[config.mk]
export PLATFORM = sky130hd
export DESIGN_NAME = ram_byte_sequencer_flat
export DESIGN_NICKNAME = d
export VERILOG_FILES = /design/src/rtl/ram_byte_sequencer_if.sv /design/src/rtl/ram_byte_sequencer.sv /design/src/flat_wrapper.sv
export SDC_FILE = /design/constraint.sdc
export NUM_CORES = 1
export LEC_CHECK = 0
export CAP_MARGIN = 30
export CORE_MARGIN = 1.5
export CORE_UTILIZATION = 51
export DETAILED_ROUTE_END_ITERATION = 8
export PLACE_DENSITY_LB_ADDON = 0.12
export SKIP_LAST_GASP = 1
export SYNTH_ARGS = -nofsm -noshare
export SYNTH_HDL_FRONTEND = slang
export SYNTH_SLANG_ARGS = --single-unit
export TNS_END_PERCENT = 20
[constraint.sdc]
create_clock -name clk -period 5.2 [get_ports clk]
set_input_delay 0.78 -clock clk [delete_from_list [all_inputs] [get_ports clk]]
set_output_delay 0.78 -clock clk [all_outputs]
set_load 0.01 [all_outputs]
[src/rtl/ram_byte_sequencer_if.sv]
// ram_byte_sequencer_if -- bundles the CPU-side request bus and the byte-wide
// SRAM bus of ram_byte_sequencer.
//   slave  : the sequencer (takes CPU requests and SRAM responses, drives
//            ram_load/ram_ready/ram_busy/ram_err and the SRAM strobes)
//   master : the environment (CPU requester plus SRAM device)
interface ram_byte_sequencer_if;
    logic [31:0] ram_addr;
    logic [31:0] ram_store;
    logic [1:0]  ram_width;
    logic        ram_ren;
    logic        ram_wen;
    logic [31:0] ram_load;
    logic        ram_ready;
    logic        ram_busy;
    logic        ram_err;
    logic [31:0] sram_addr;
    logic [7:0]  sram_wdata;
    logic        sram_re;
    logic        sram_we;
    logic [7:0]  sram_rdata;
    logic        sram_ack;

    modport slave (
        input  ram_addr, ram_store, ram_width, ram_ren, ram_wen,
        input  sram_rdata, sram_ack,
        output ram_load, ram_ready, ram_busy, ram_err,
        output sram_addr, sram_wdata, sram_re, sram_we
    );

    modport master (
        output ram_addr, ram_store, ram_width, ram_ren, ram_wen,
        output sram_rdata, sram_ack,
        input  ram_load, ram_ready, ram_busy, ram_err,
        input  sram_addr, sram_wdata, sram_re, sram_we
    );
endinterface

[src/rtl/ram_byte_sequencer.sv]
// ram_byte_sequencer -- splits a byte/half/word CPU access into 1, 2 or 4
// little-endian byte transfers on a byte-wide SRAM with an ack handshake.
// Ports:
//   clk            single clock, rising edge
//   rst            asynchronous active-high reset
//   bus (slave)    ram_addr/ram_store/ram_width/ram_ren/ram_wen in,
//                  ram_load/ram_ready/ram_busy/ram_err out,
//                  sram_addr/sram_wdata/sram_re/sram_we out,
//                  sram_rdata/sram_ack in
// Parameter TIMEOUT_CYCLES: cycles a byte may wait for sram_ack before the
// request is terminated with ram_err.
// Optional macro RAM_MISALIGN_TRAP_EN: misaligned half/word accesses complete
// with ram_err and no SRAM traffic; otherwise they proceed byte by byte.
module ram_byte_sequencer #(
    parameter int unsigned TIMEOUT_CYCLES = 255
) (
    input  logic                  clk,
    input  logic                  rst,
    ram_byte_sequencer_if.slave   bus
);

    typedef enum logic [1:0] {IDLE, ACCESS, DONE} state_t;

    state_t      state;
    logic [1:0]  k;          // index of the byte in flight
    logic [1:0]  k_last;     // index of the final byte (N-1)
    logic        op_wr;
    logic [23:0] store_q;    // store bytes not yet presented on sram_wdata
    logic [31:0] wait_cnt;

    logic [1:0]  req_last_c;
    logic        req_bad_c;
    logic        req_c;
    logic        timeout_c;

    // Request decode: byte count and whether the request must be refused.
    always_comb begin
        req_last_c = 2'd0;
        req_bad_c  = 1'b0;
        case (bus.ram_width)
            2'b00:   req_last_c = 2'd0;
            2'b01:   req_last_c = 2'd1;
            2'b10:   req_last_c = 2'd3;
            default: req_bad_c  = 1'b1;
        endcase
`ifdef RAM_MISALIGN_TRAP_EN
        if (bus.ram_width == 2'b01 && bus.ram_addr[0])
            req_bad_c = 1'b1;
        if (bus.ram_width == 2'b10 && bus.ram_addr[1:0] != 2'b00)
            req_bad_c = 1'b1;
`endif
    end

    assign req_c     = bus.ram_ren | bus.ram_wen;
    // Fires on the last permitted wait cycle so DONE follows TIMEOUT_CYCLES
    // unacknowledged strobe cycles.
    assign timeout_c = (wait_cnt + 32'd1) >= TIMEOUT_CYCLES;

    // Sequencer FSM with registered outputs.
    always_ff @(posedge clk or posedge rst) begin
        if (rst) begin
            state          <= IDLE;
            k              <= 2'd0;
            k_last         <= 2'd0;
            op_wr          <= 1'b0;
            store_q        <= 24'd0;
            wait_cnt       <= 32'd0;
            bus.ram_load   <= 32'd0;
            bus.ram_ready  <= 1'b0;
            bus.ram_busy   <= 1'b0;
            bus.ram_err    <= 1'b0;
            bus.sram_addr  <= 32'd0;
            bus.sram_wdata <= 8'd0;
            bus.sram_re    <= 1'b0;
            bus.sram_we    <= 1'b0;
        end else begin
            case (state)
                IDLE: begin
                    bus.ram_ready <= 1'b0;
                    bus.ram_err   <= 1'b0;
                    if (req_c) begin
                        // Write wins when both strobes are requested.
                        op_wr          <= bus.ram_wen;
                        k              <= 2'd0;
                        k_last         <= req_last_c;
                        wait_cnt       <= 32'd0;
                        bus.sram_addr  <= bus.ram_addr;
                        bus.sram_wdata <= bus.ram_store[7:0];
                        store_q        <= bus.ram_store[31:8];
                        bus.ram_busy   <= 1'b1;
                        if (!bus.ram_wen)
                            bus.ram_load <= 32'd0;
                        if (req_bad_c) begin
                            state         <= DONE;
                            bus.ram_ready <= 1'b1;
                            bus.ram_err   <= 1'b1;
                        end else begin
                            state       <= ACCESS;
                            bus.sram_we <= bus.ram_wen;
                            bus.sram_re <= ~bus.ram_wen;
                        end
                    end
                end
                ACCESS: begin
                    if (bus.sram_ack) begin
                        wait_cnt <= 32'd0;
                        if (!op_wr)
                            bus.ram_load[{k, 3'b000} +: 8] <= bus.sram_rdata;
                        if (k == k_last) begin
                            state         <= DONE;
                            bus.sram_re   <= 1'b0;
                            bus.sram_we   <= 1'b0;
                            bus.ram_ready <= 1'b1;
                        end else begin
                            // Strobe stays up; only address and data move on.
                            k              <= k + 2'd1;
                            bus.sram_addr  <= bus.sram_addr + 32'd1;
                            bus.sram_wdata <= store_q[7:0];
                            store_q        <= {8'h00, store_q[23:8]};
                        end
                    end else if (timeout_c) begin
                        state         <= DONE;
                        bus.sram_re   <= 1'b0;
                        bus.sram_we   <= 1'b0;
                        bus.ram_ready <= 1'b1;
                        bus.ram_err   <= 1'b1;
                    end else begin
                        wait_cnt <= wait_cnt + 32'd1;
                    end
                end
                DONE: begin
                    state         <= IDLE;
                    k             <= 2'd0;
                    wait_cnt      <= 32'd0;
                    bus.ram_ready <= 1'b0;
                    bus.ram_err   <= 1'b0;
                    bus.ram_busy  <= 1'b0;
                end
                default: begin
                    state        <= IDLE;
                    bus.sram_re  <= 1'b0;
                    bus.sram_we  <= 1'b0;
                    bus.ram_busy <= 1'b0;
                end
            endcase
        end
    end

endmodule

[src/flat_wrapper.sv]
// flat-port wrapper written by rule: the top's interface ports become plain ports
module ram_byte_sequencer_flat 
#(
    parameter int unsigned TIMEOUT_CYCLES = 255
)
  (clk, rst, bus_ram_addr, bus_ram_store, bus_ram_width, bus_ram_ren, bus_ram_wen, bus_sram_rdata, bus_sram_ack, bus_ram_load, bus_ram_ready, bus_ram_busy, bus_ram_err, bus_sram_addr, bus_sram_wdata, bus_sram_re, bus_sram_we);
  ram_byte_sequencer_if bus_i ();
  input  logic clk;
  input  logic rst;
  input wire logic [$bits(bus_i.ram_addr)-1:0] bus_ram_addr;
  input wire logic [$bits(bus_i.ram_store)-1:0] bus_ram_store;
  input wire logic [$bits(bus_i.ram_width)-1:0] bus_ram_width;
  input wire logic [$bits(bus_i.ram_ren)-1:0] bus_ram_ren;
  input wire logic [$bits(bus_i.ram_wen)-1:0] bus_ram_wen;
  input wire logic [$bits(bus_i.sram_rdata)-1:0] bus_sram_rdata;
  input wire logic [$bits(bus_i.sram_ack)-1:0] bus_sram_ack;
  output wire logic [$bits(bus_i.ram_load)-1:0] bus_ram_load;
  output wire logic [$bits(bus_i.ram_ready)-1:0] bus_ram_ready;
  output wire logic [$bits(bus_i.ram_busy)-1:0] bus_ram_busy;
  output wire logic [$bits(bus_i.ram_err)-1:0] bus_ram_err;
  output wire logic [$bits(bus_i.sram_addr)-1:0] bus_sram_addr;
  output wire logic [$bits(bus_i.sram_wdata)-1:0] bus_sram_wdata;
  output wire logic [$bits(bus_i.sram_re)-1:0] bus_sram_re;
  output wire logic [$bits(bus_i.sram_we)-1:0] bus_sram_we;
  assign bus_i.ram_addr = bus_ram_addr;
  assign bus_i.ram_store = bus_ram_store;
  assign bus_i.ram_width = bus_ram_width;
  assign bus_i.ram_ren = bus_ram_ren;
  assign bus_i.ram_wen = bus_ram_wen;
  assign bus_i.sram_rdata = bus_sram_rdata;
  assign bus_i.sram_ack = bus_sram_ack;
  assign bus_ram_load = bus_i.ram_load;
  assign bus_ram_ready = bus_i.ram_ready;
  assign bus_ram_busy = bus_i.ram_busy;
  assign bus_ram_err = bus_i.ram_err;
  assign bus_sram_addr = bus_i.sram_addr;
  assign bus_sram_wdata = bus_i.sram_wdata;
  assign bus_sram_re = bus_i.sram_re;
  assign bus_sram_we = bus_i.sram_we;
  ram_byte_sequencer #(.TIMEOUT_CYCLES(TIMEOUT_CYCLES)) u_core (.clk(clk), .rst(rst), .bus(bus_i));
endmodule
==> results.json <==
{
  "dieArea_um2": 15000,
  "coreArea_um2": 13900,
  "synthCells": 793,
  "grt_max_degree": 99,
  "crit_path_end_kind": "register",
  "setup_tns_ns": 0,
  "hpwl_mm": 12.4,
  "netlist_area_um2": 7280,
  "worstRegToRegCells": 9,
  "slew_headroom_pct": 33.7,
  "antenna_found_initial": 0,
  "clock_path_buffers": 2,
  "insertion_delay_ns": 0.42,
  "drive_gt1_share_pct": 5.51,
  "dp_slack_ns": 1.43,
  "finalCritPeriodShare_pct": 73.2,
  "synth_fp_nets": 885,
  "multi_input_area_um2": 3450,
  "power_density_nw_per_um2": 531,
  "fillers": 1093,
  "die_h_um": 122,
  "ios": 156,
  "drtIter0Drc": 401,
  "required_ns": 5.50,
  "areaGrowthSynthToFinish_pct": 31.3,
  "avgSynthCellArea_um2": 9.18,
  "cts_resized": 0,
  "cts_sinks": 140,
  "rsz0062_at_grt": "false",
  "ys_top_cells_by_area": "dfrtp_1 (48%), o21ai_0 (5.6%), nand2_1 (5.3%)",
  "hold_class": "register to register",
  "viasPerCell": 5.73,
  "die_w_um": 122,
  "synthDistinctLibCells": 65,
  "worst-setup-path-type": "register to register",
  "fmax_mhz": 263,
  "finalHoldViolCount": 0,
  "cp_max_fo": 22,
  "finClkSkew_ns": 0.00760,
  "numCtsBuffers": 17,
  "antenna_cells": 0,
  "dr.pass1.iters": 5,
  "ant_nets": 0,
  "hold_depth": 2,
  "async_flop_share_pct": 100,
  "finalSetupViolCount": 0,
  "start_kind": "register",
  "nNetsFinal": 1022,
  "worst_slack_ns": 1.39,
  "gp_congestion": 0.888,
  "grt_usage_pct": 25.3,
  "cts_root_buf": "clkbuf_16",
  "post-route-cell-area_um2": 9560,
  "cts_max_level": 4,
  "synth_seq_cells": 140,
  "tightest_slew_ns": 0.994,
  "clkSlewWorstSetupHoldPaths_ns": 0.06,
  "irDropWorstVdd_uv": 327,
  "rows": 43,
  "postCtsSetupRepairBufs": 0,
  "seq_area_um2": 3500,
  "cts_tree": "yes",
  "drv_slew": 0,
  "synth_edf_count": 0,
  "post_dp_cell_area_um2": 8950,
  "drc": 0,
  "power.leakage_nw": 4.03,
  "grt_first_pass_wirelength_mm": 30.1,
  "routedWlPerCell_um": 16.1,
  "synth_ff_type": "dfrtp_1",
  "yosysSeqAreaShare_pct": 48.1,
  "synth_top_area_share_pct": 48.1,
  "vias": 6436,
  "port_buffers": 155,
  "grt_pass1_vias": 6200,
  "synth_top_cell_by_area": "dfrtp_1",
  "yosys_warnings": 0,
  "drt-total-wl_mm": 18.1,
  "status": "finished clean",
  "cap_violations": 0,
  "start_util_pct": 52.2,
  "grt_overflow": 0,
  "postCtsHoldBufs": 0,
  "fin_crit_ns": 3.81,
  "worstPathArrival_ns": 4.11
}
==> kinds of logic after synthesis <==
family | synth area share [%]
and+or+nand+nor | 19.9
AOI/OAI and AO/OA | 18.0
DFF | 48.1
buffers and inverters | 4.88
muxes | 4.97
xor gates and xnor gates | 1.92
adders and majority gates | 2.23
==> synthesized netlist by cell type (2+ instances only) <==
cell type / count
or4b_2: 2
buf_4: 3
a2bb2oi_1: 7
a211oi_1: 3
nor2_1: 33
a211o_1: 4
a22o_1: 10
nor4_1: 2
a21oi_1: 48
and2_0: 2
a311oi_1: 2
xor2_1: 5
o21a_1: 2
nand4b_1: 2
buf_1: 6
and2_1: 24
a31oi_1: 4
ha_1: 13
nor4b_1: 2
or3_1: 4
o22a_1: 2
xnor2_1: 11
mux2i_1: 35
inv_1: 47
o22ai_1: 26
clkbuf_1: 30
o21ai_0: 82
nand2_1: 102
nand2b_1: 2
nor3_1: 8
o2bb2ai_1: 3
o311ai_1: 3
and4_1: 4
nand4_1: 16
nor3b_1: 2
dfrtp_1: 140
nand3_1: 54
and3_1: 15
buf_2: 2
o211ai_1: 6
==> cell type report <==
class / count / share of cell area, %
multi-input cells: 564 / 36.1
clock buffers: 22 / 4.96
repair buffers: 160 / 16.6
flip-flops and latches: 140 / 36.6
well taps: 180 / 2.36
inverters: 47 / 1.90
clock inverters: 10 / 1.45
==> layout by cell type (no fill, tap or decap), types with 3 or more instances in the layout <==
cell,instances
or3_1,4
nand2_1,102
a21oi_1,48
a211o_1,4
ha_1,12
a211oi_1,3
o211ai_1,6
bufinv_16,3
nor2_1,33
nand4_1,16
nor3_1,8
a2bb2oi_1,7
and3_1,15
mux2i_1,35
clkdlybuf4s50_1,155
o22ai_1,26
o311ai_1,3
xnor2_1,11
and2_1,24
clkinvlp_4,4
dfrtp_1,140
clkbuf_16,17
clkbuf_8,3
o21ai_0,81
a31oi_1,4
xor2_1,5
buf_4,4
a22o_1,10
o2bb2ai_1,3
nand3_1,54
and4_1,4
inv_1,46
==> critical path, cell delays in order (launching register included) <==
cell	delay, ns
dfrtp_1	0.48
ha_1	0.24
nand3_2	0.21
nor3_4	0.41
nand3_1	0.12
a211o_1	0.33
a2111oi_2	0.33
nand4_1	0.72
a21o_1	0.59
and2_1	0.26
==> where the power goes <==
part           internal (W)  switching [W]
Sequential          0.00143       0.000305
Combinational      0.000913        0.00118
Clock              0.000792       0.000463
==> sequential cells by signal (all words and copies together), names as in the netlist <==
| signal | count |
|---|---|
| u_core.bus.ram_busy | 1 |
| u_core.k | 2 |
| u_core.bus.sram_we | 1 |
| u_core.state | 2 |
| u_core.bus.sram_re | 1 |
| u_core.op_wr | 1 |
| u_core.bus.sram_addr | 32 |
| u_core.k_last | 2 |
| u_core.wait_cnt | 32 |
| u_core.bus.ram_err | 1 |
| u_core.store_q | 24 |
| u_core.bus.sram_wdata | 8 |
| u_core.bus.ram_ready | 1 |
| u_core.bus.ram_load | 32 |
==> routing by layer <==
layer / share of wire [%] / routed length (µm) / GRT usage, % / vias up
met3: 6.7 / 1210 / 6.37 / 24
met4: 1.7 / 312 / 9.67 / 0
met1: 43 / 7870 / 33.4 / 3090
met2: 48 / 8710 / 40.4 / 214
met5: 0 / 0 / 0 / -
li1: - / - / - / 3108
==> path summary, 6_finish.rpt <==
kind	slack (ns)	startpoint	endpoint
worst max-delay path	1.39	u_core.wait_cnt[1]	u_core.wait_cnt[14]
worst min-delay path	0.48	u_core.store_q[16]	u_core.store_q[16]
worst max register to register	1.39	u_core.wait_cnt[1]	u_core.wait_cnt[14]
worst min register to register	0.48	u_core.store_q[16]	u_core.store_q[16]
max in group asynchronous	3.14	rst	u_core.store_q[11]
min in group asynchronous	0.91	rst	u_core.bus.ram_load[6]
==> through the flow <==
step	total power, W	hold WS (ns)	std cells	util [%]
6_report	0.00508	0.476	1123	68.6
5_1_grt	0.00543	0.509	1123	68.6
4_1_cts	0.00510	0.483	1123	68.6
3_5_place_dp	0.00383	0.470	1091	64.2
3_3_place_gp	0.00373	0.460	1090	64.1
2_1_floorplan	0.00301	0.450	793	-
(Power assumes the default switching activity.)
